<file path="src/rtl/pipeline_decode_rf.sv">
// RV32 ID stage: integer register file, instruction decode,
// immediate generation and the ID/EX pipeline register.
module pipeline_decode_rf #(
  parameter int XLEN = 32,
  parameter int NUM_REGS = 32,
  parameter int REG_AW = 5,
  parameter logic [XLEN-1:0] RESET_PC = '0
) (
  input  logic              clk_i,
  input  logic              rst_ni,
  input  logic              in_valid_i,
  input  logic [31:0]       instruction_i,
  input  logic [XLEN-1:0]   pc_i,
  input  logic              stall_i,
  input  logic              flush_i,
  input  logic              reg_write_i,
  input  logic [REG_AW-1:0] write_reg_i,
  input  logic [XLEN-1:0]   write_data_i,
  output logic              valid_o,
  output logic [XLEN-1:0]   pc_o,
  output logic [REG_AW-1:0] rs1_o,
  output logic [REG_AW-1:0] rs2_o,
  output logic [REG_AW-1:0] rd_o,
  output logic [6:0]        opcode_o,
  output logic [2:0]        funct3_o,
  output logic [6:0]        funct7_o,
  output logic [XLEN-1:0]   read_data1_o,
  output logic [XLEN-1:0]   read_data2_o,
  output logic [XLEN-1:0]   imm_o,
  output logic              illegal_o
);

  localparam int IW = (NUM_REGS > 1) ? $clog2(NUM_REGS) : 1;

  logic [XLEN-1:0] rf [NUM_REGS];

  logic [31:0]       ins;
  logic [6:0]        op;
  logic [REG_AW-1:0] rs1_d, rs2_d, rd_d;
  logic              we;
  logic [XLEN-1:0]   rf1, rf2, rd1_d, rd2_d;
  logic              is_i, is_s, is_b, is_u, is_j, is_r;
  logic [31:0]       imm32;
  logic [XLEN-1:0]   imm_d;
  logic              ill_d;

  function automatic logic in_rng(input logic [REG_AW-1:0] a);
    return 32'(a) < 32'(NUM_REGS);
  endfunction

  assign ins   = instruction_i;
  assign op    = ins[6:0];
  assign rs1_d = REG_AW'(ins[19:15]);
  assign rs2_d = REG_AW'(ins[24:20]);
  assign rd_d  = REG_AW'(ins[11:7]);

  assign we = reg_write_i && (write_reg_i != '0)
           && in_rng(write_reg_i);

  // Register file storage; x0 is never written.
  always_ff @(posedge clk_i or negedge rst_ni) begin
    if (!rst_ni) begin
      for (int i = 0; i < NUM_REGS; i++) rf[i] <= '0;
    end else if (we) begin
      rf[write_reg_i[IW-1:0]] <= write_data_i;
    end
  end

  assign rf1 = (rs1_d != '0 && in_rng(rs1_d))
             ? rf[rs1_d[IW-1:0]] : '0;
  assign rf2 = (rs2_d != '0 && in_rng(rs2_d))
             ? rf[rs2_d[IW-1:0]] : '0;

  assign rd1_d = (reg_write_i && write_reg_i == rs1_d
                  && rs1_d != '0) ? write_data_i : rf1;
  assign rd2_d = (reg_write_i && write_reg_i == rs2_d
                  && rs2_d != '0) ? write_data_i : rf2;

  assign is_i = (op == 7'b0000011) || (op == 7'b0010011)
             || (op == 7'b1100111) || (op == 7'b1110011);
  assign is_s = (op == 7'b0100011);
  assign is_b = (op == 7'b1100011);
  assign is_u = (op == 7'b0110111) || (op == 7'b0010111);
  assign is_j = (op == 7'b1101111);
  assign is_r = (op == 7'b0110011);

  // Immediate format select; unknown opcodes flag illegal.
  always_comb begin
    imm32 = '0;
    ill_d = 1'b0;
    unique case (1'b1)
      is_i: imm32 = {{20{ins[31]}}, ins[31:20]};
      is_s: imm32 = {{20{ins[31]}}, ins[31:25], ins[11:7]};
      is_b: imm32 = {{19{ins[31]}}, ins[31], ins[7],
                     ins[30:25], ins[11:8], 1'b0};
      is_u: imm32 = {ins[31:12], 12'b0};
      is_j: imm32 = {{11{ins[31]}}, ins[31], ins[19:12],
                     ins[20], ins[30:21], 1'b0};
      is_r: imm32 = '0;
      default: ill_d = 1'b1;
    endcase
  end

  assign imm_d = XLEN'($signed(imm32));

  // ID/EX register: flush > stall > capture.
  always_ff @(posedge clk_i or negedge rst_ni) begin
    if (!rst_ni) begin
      valid_o      <= 1'b0;
      pc_o         <= RESET_PC;
      rs1_o        <= '0;
      rs2_o        <= '0;
      rd_o         <= '0;
      opcode_o     <= '0;
      funct3_o     <= '0;
      funct7_o     <= '0;
      read_data1_o <= '0;
      read_data2_o <= '0;
      imm_o        <= '0;
      illegal_o    <= 1'b0;
    end else if (flush_i) begin
      valid_o <= 1'b0;
    end else if (stall_i) begin
      if (reg_write_i && write_reg_i != '0
          && write_reg_i == rs1_o)
        read_data1_o <= write_data_i;
      if (reg_write_i && write_reg_i != '0
          && write_reg_i == rs2_o)
        read_data2_o <= write_data_i;
    end else begin
      valid_o <= in_valid_i;
      if (in_valid_i) begin
        pc_o         <= pc_i;
        rs1_o        <= rs1_d;
        rs2_o        <= rs2_d;
        rd_o         <= rd_d;
        opcode_o     <= op;
        funct3_o     <= ins[14:12];
        funct7_o     <= ins[31:25];
        read_data1_o <= rd1_d;
        read_data2_o <= rd2_d;
        imm_o        <= imm_d;
        illegal_o    <= ill_d;
      end
    end
  end

endmodule

</file>
<file path="config.mk">
export PLATFORM = sky130hd
export DESIGN_NAME = pipeline_decode_rf
export DESIGN_NICKNAME = d
export VERILOG_FILES = /design/src/rtl/pipeline_decode_rf.sv
export SDC_FILE = /design/constraint.sdc
export NUM_CORES = 2
export LEC_CHECK = 0
export BUFFER_PORTS_ARGS = -buffer_cell sky130_fd_sc_hd__buf_4
export CAP_MARGIN = 0
export CORE_MARGIN = 5
export CORE_UTILIZATION = 50
export CTS_CLUSTER_SIZE = 24
export DETAILED_ROUTE_END_ITERATION = 16
export PLACE_DENSITY = 0.68
export SLEW_MARGIN = 0
export SYNTH_ARGS = -nofsm -noshare
export SYNTH_HDL_FRONTEND = slang
export SYNTH_SLANG_ARGS = --single-unit
</file>
<file path="constraint.sdc">
create_clock -name clk_i -period 2.1 [get_ports clk_i]
set_input_delay 0.21 -clock clk_i [delete_from_list [all_inputs] [get_ports clk_i]]
set_output_delay 0.21 -clock clk_i [all_outputs]
set_load 0.02 [all_outputs]
</file>
* Word-level counts from Yosys, hierarchy flattened
Index checks and enable logic that the tools add are counted. W data, S select, Z words.
Storage, ports and cells: register bits 1186, input port bits 107, output and inout bits 162, logic and storage cells 113
Operators by class: magnitude comparators 4, equality and inequality tests 17, multiplexer cells 23, bitwise operators 5, reduce and logical (&&, ||, !) cells 20
Operator list (number):
- $bwmux W1024 | 1
- $mux W32 | 15
- $bmux W32 S5 | 2
- $demux W32 S5 | 1
- $pmux W32 S5 | 1
- $eq A7 B7 Y1 const B | 4
- $eq A7 B6 Y1 const B | 3
- $eq A5 B5 Y1 | 4
- $ge A6 B6 Y1 const B | 3
- $not A5 Y6 | 3
- $reduce_bool A5 Y1 | 3
- $eq A7 B5 Y1 const B | 2
- $reduce_and A3 Y1 | 3
- $logic_and A1 B1 Y1 | 8
- $eq A7 B2 Y1 const B | 1
- $lt A6 B1 Y1 const B | 1
- $ne A2 B1 Y1 const B | 3
- $reduce_or A6 Y1 | 1
- $logic_or A1 B1 Y1 | 4
- $mux W1 | 3
- $not A1 Y1 | 2
- $reduce_bool A2 Y1 | 1

* Logic depth before layout (Yosys ltp)
depth after elaboration 8, depth in mapped cells 10

* Worst setup path after synthesis
No wires, ideal clock.
path type input to register, start point in instruction_i[17], end point reg read_data1_o[25], arrival time 2062 ps, path slack -104 ps, cell stages on the path 7, buffers on the path 3, cell sequence buf_2 > clkbuf_1 > clkbuf_1 > mux4_2 > mux4_2 > mux2i_1 > o221ai_1
On the way: word-level cells in the longest chain between the ends 8, elaborated cells between the ends (all ways) 12, those cells by class eq/ne (1); mux (7); bitwise (1); reduce/logical (3)
Ends and longest elaborated chain:
- from (decl) | line 12 | input logic [31:0] instruction_i,
- $not A5 Y6 (not written as such) | line 70 | ? rf[rs1_d[IW-1:0]] : '0;
- $bmux W32 S5 | line 70
- $mux W32 (not written as such) (2 in a row) | line 70
- $mux W32 | line 70
- $mux W32 * | line 75 | && rs1_d != '0) ? write_data_i : rf1;
- $mux W32 * | line 132 | if (in_valid_i) begin
- $mux W32 * | line 123 | end else if (stall_i) begin
- to (signal assigned) | line 126 | read_data1_o <= write_data_i;
- to (signal assigned) | line 140 | read_data1_o <= rd1_d;
- to (decl) | line 27 | output logic [XLEN-1:0] read_data1_o,
Every way passes the cells marked *; elsewhere a longest branch is shown, timed or not. The select of a mux whose other input is x is not followed. A chain may end at the register's enable or synchronous reset.

* Worst setup path after layout
start point reg rs1_o[0], end point reg read_data1_o[1]
On the way: word-level cells in the longest chain between the ends 4
Ends and longest elaborated chain:
- from (decl) | line 21 | output logic [REG_AW-1:0] rs1_o,
- from (signal assigned) | line 134 | rs1_o <= rs1_d;
- $eq A5 B5 Y1 | line 125 | && write_reg_i == rs1_o)
- $logic_and A1 B1 Y1 | line 125
- $ne A2 B1 Y1 (no line)
- $reduce_and A3 Y1 (no line)
No other way between the ends.

==> impl_metrics.toml <==
[logic_synthesis]
yosysSeqAreaShare = 0.486
ys_warn_count = 0
synth_cells = 4278
netlist_area_sq_mm = 0.0611
synthDistinctLibCells = 53
synth_ff_type = "dfrtp_1"
synthAdderAreaFrac = 0
synth-xor-area-share = 0.00301
synth_top_family_by_area = "multiplexers"
ys_ff_latch = 1186
synth_mux_area_frac = 0.403
synth-async-reset-ratio = 1.00
yosys.area_share.simple = 0.0393
syn_area_per_cell_sq_um = 14.3
synth_compound_area_frac = 0.0361
synth_edf_count = 0
syn_nets = 4385

[power_and_ir_drop]
leakage_nw = 32.9
p_per_area_mw_per_mm2 = 942
ir_drop_uv = 790

[final_layout]
num-nets-final = 4822
drive_gt1_frac = 0.505
area_growth_pct = 20.7
final_cell_mix = "dfrtp_1 (1186), mux2_2 (999), buf_4 (520), mux4_2 (499), nand2_1 (439)"
finalInstanceArea_sq_mm = 0.0738
layout_commonest_cell = "dfrtp_1"

[timing]
fin_ws_ns = -0.198
skew_ns = 0.0219
worst_slew_pin_slew_ns = 1.11
fin_crit_ns = 2.30
finalCritPeriodShare = 1.09
finalSetupViolations = 32
rsz0062_at_grt = "yes"
relSlewSlack = 0.259
timing.fmax_mhz = 435
finalHoldViolations = 0
drv_slew = 0

[placement]
place_congestion = 0.858
hpwl_mm = 129
place_ws_ns = -0.333
dpl-instance-area_sq_mm = 0.0683
io_buffers = 268

[clock_tree]
clockBufferDepth = 3
cts_made_buffers = 131
cts_sinks = 1186
cts_tree = "done"
cts_root_buf = "clkbuf_16"
clk_latency_ns = 0.74
clkTransAtPathRegs_ns = 0.06
htreeDepth = 4

[worst_setup_path]
critPathLaunchType = "flop"
crit_fanout = 16
end_kind = "flop"
crit_type = "reg2reg"
arrival_ns = 2.94
cp_data_required_time_ns = 2.74

[outcome]
status = "finished, violations left"
violations = "setup timing"

[route]
drtAntennaViolNets = 0
wl_mm = 202
vias_per_cell = 6.58
detail_route.wl_per_cell_um = 31.4
drt_pass1_iterations = 6
vias = 42354
drtIter0Drc = 4156
drc = 0

[global_routing]
met2_usage = 0.483
antenna_found_initial = 5
globalRouteMet3Util = 0.0637
gr-usage-all-layers = 0.310
use_met1 = 0.433
grt_pass1_wl_mm = 301
grt_pass1_vias = 43493
grt_max_degree = 110
busiest_layer = "met2"
gr-total-overflow = 0

[floorplan]
chipWidth_um = 360
io_pins = 269
dieArea_sq_mm = 0.129
start_util = 0.503
die_h_um = 360
coreArea_sq_mm = 0.122
rows = 128

[job]
max-cap-violations = 0

[worst_hold_path]
hp-class = "in2reg"
[worst max-delay path: stages, from the launching register on]
cell and delay, ns:
dfrtp_1 0.38, xor2_1 0.16, nor3_2 0.22, nand4_1 0.14
a21o_4 0.24, or4b_4 0.57, buf_12 0.21, o221ai_1 0.24
[where the power goes]
group	leakage, nW	switching (mW)	internal (mW)
clock	2.20	9.52	14.7
sequential	15.2	3.57	27.1
combinational	15.5	6.01	8.59
total	32.9	19.1	50.4
[layer usage]
layer  wire length (um)  share of wire
met1              82200           0.41
met2              93800           0.46
met3              16900          0.084
met4               9060          0.045
met5                 13       0.000064
[kinds of logic after synthesis]
kind of cell,count (synthesis)
flip-flops,1186
multiplexers,1709
AO/OA/AOI/OAI,299
buffers and inverters,468
XOR/XNOR,21
AND/OR/NAND/NOR,595
[metrics by stage]
| step | power [mW] | utilization | setup TNS, ns | hold slack (ns) | cells |
|---|---|---|---|---|---|
| final | 69.5 | 0.607 | -5.01 | 0.127 | 6436 |
| after global routing | 72.1 | 0.607 | -6.56 | 0.158 | 6433 |
| after CTS | 69.6 | 0.607 | -4.87 | 0.0973 | 6433 |
| after detailed placement | 45.2 | 0.562 | -29.95 | 0.126 | 6112 |
| after global placement | 44.6 | 0.562 | -26.39 | 0.125 | 6112 |
| after floorplan | 39.5 | - | -0.555 | -0.0856 | 4278 |
[path summary, 6_finish.rpt]
path | from | end | slack [ns] | depth (start not counted)
worst max-delay path | rs1_o[0] | read_data1_o[1] | -0.20 | 7
worst min register to register | rf[1020] | rf[1020] | 0.39 | 0
max in group asynchronous | rst_ni | rf[982] | 0.73 | 3
worst max register to register | rs1_o[0] | read_data1_o[1] | -0.20 | 7
min in group asynchronous | rst_ni | opcode_o[4] | 0.20 | 3
worst min-delay path | in_valid_i | illegal_o | 0.13 | 6
[timing repair]
| action | in CTS | in global routing |
|---|---|---|
| buffers inserted | 0 | 0 |
| cloned | 1 | 0 |
| hold buffers | 94 | 0 |
| pin swaps | 0 | 0 |
| endpoints found under the setup margin | 32 | 32 |
| endpoints found under the hold margin | 1395 | 0 |
| resized for setup | 4 | 2 |
[cell type report]
cell class              count  area (sq um)
clock inverters            40           661
clock buffers             186          3820
well taps                1625          2030
fillers                  9090         47800
flip-flops and latches   1186         29700
repair buffers            767          7880
multi-input cells        2624         29700
inverters                   5          21.3
diodes                      3          7.51
[synth_stat cells, types with 2 or more instances]
library cell,number,share of area
dfrtp_1,1186,0.49
mux2_2,999,0.18
mux4_2,499,0.18
nand2_1,454,0.028
clkbuf_1,260,0.016
mux2i_1,211,0.035
buf_2,93,0.0076
buf_1,71,0.0044
nor2_1,66,0.0041
o21ai_0,42,0.0034
a221oi_1,38,0.0054
nand3_1,37,0.0030
a22o_1,33,0.0047
a31oi_1,33,0.0034
buf_4,33,0.0041
o221ai_1,32,0.0046
o211ai_1,29,0.0036
a21oi_1,24,0.0020
o2111ai_1,23,0.0033
a22oi_1,13,0.0016
xor2_1,11,0.0016
xnor2_1,10,0.0014
a211o_1,9,0.0013
o22ai_1,9,0.00092
buf_6,6,0.0011
inv_1,5,0.00031
nor3_1,5,0.00041
or2_2,5,0.00051
nand3b_1,4,0.00049
nor3b_1,4,0.00049
a2bb2oi_1,3,0.00043
nand4_1,3,0.00031
nor2b_1,3,0.00031
and2_1,2,0.00020
and3_1,2,0.00020
nand2b_1,2,0.00020
o211a_1,2,0.00033
o31ai_1,2,0.00025
[flip-flops by register name (all words and copies together) (netlist names)]
name and count:
funct3_o 3, funct7_o 7, illegal_o 1, imm_o 32, opcode_o 7, pc_o 32
rd_o 5, read_data1_o 32, read_data2_o 32, rf 1024, rs1_o 5, rs2_o 5
valid_o 1
Power figures use the tool's default switching activity.
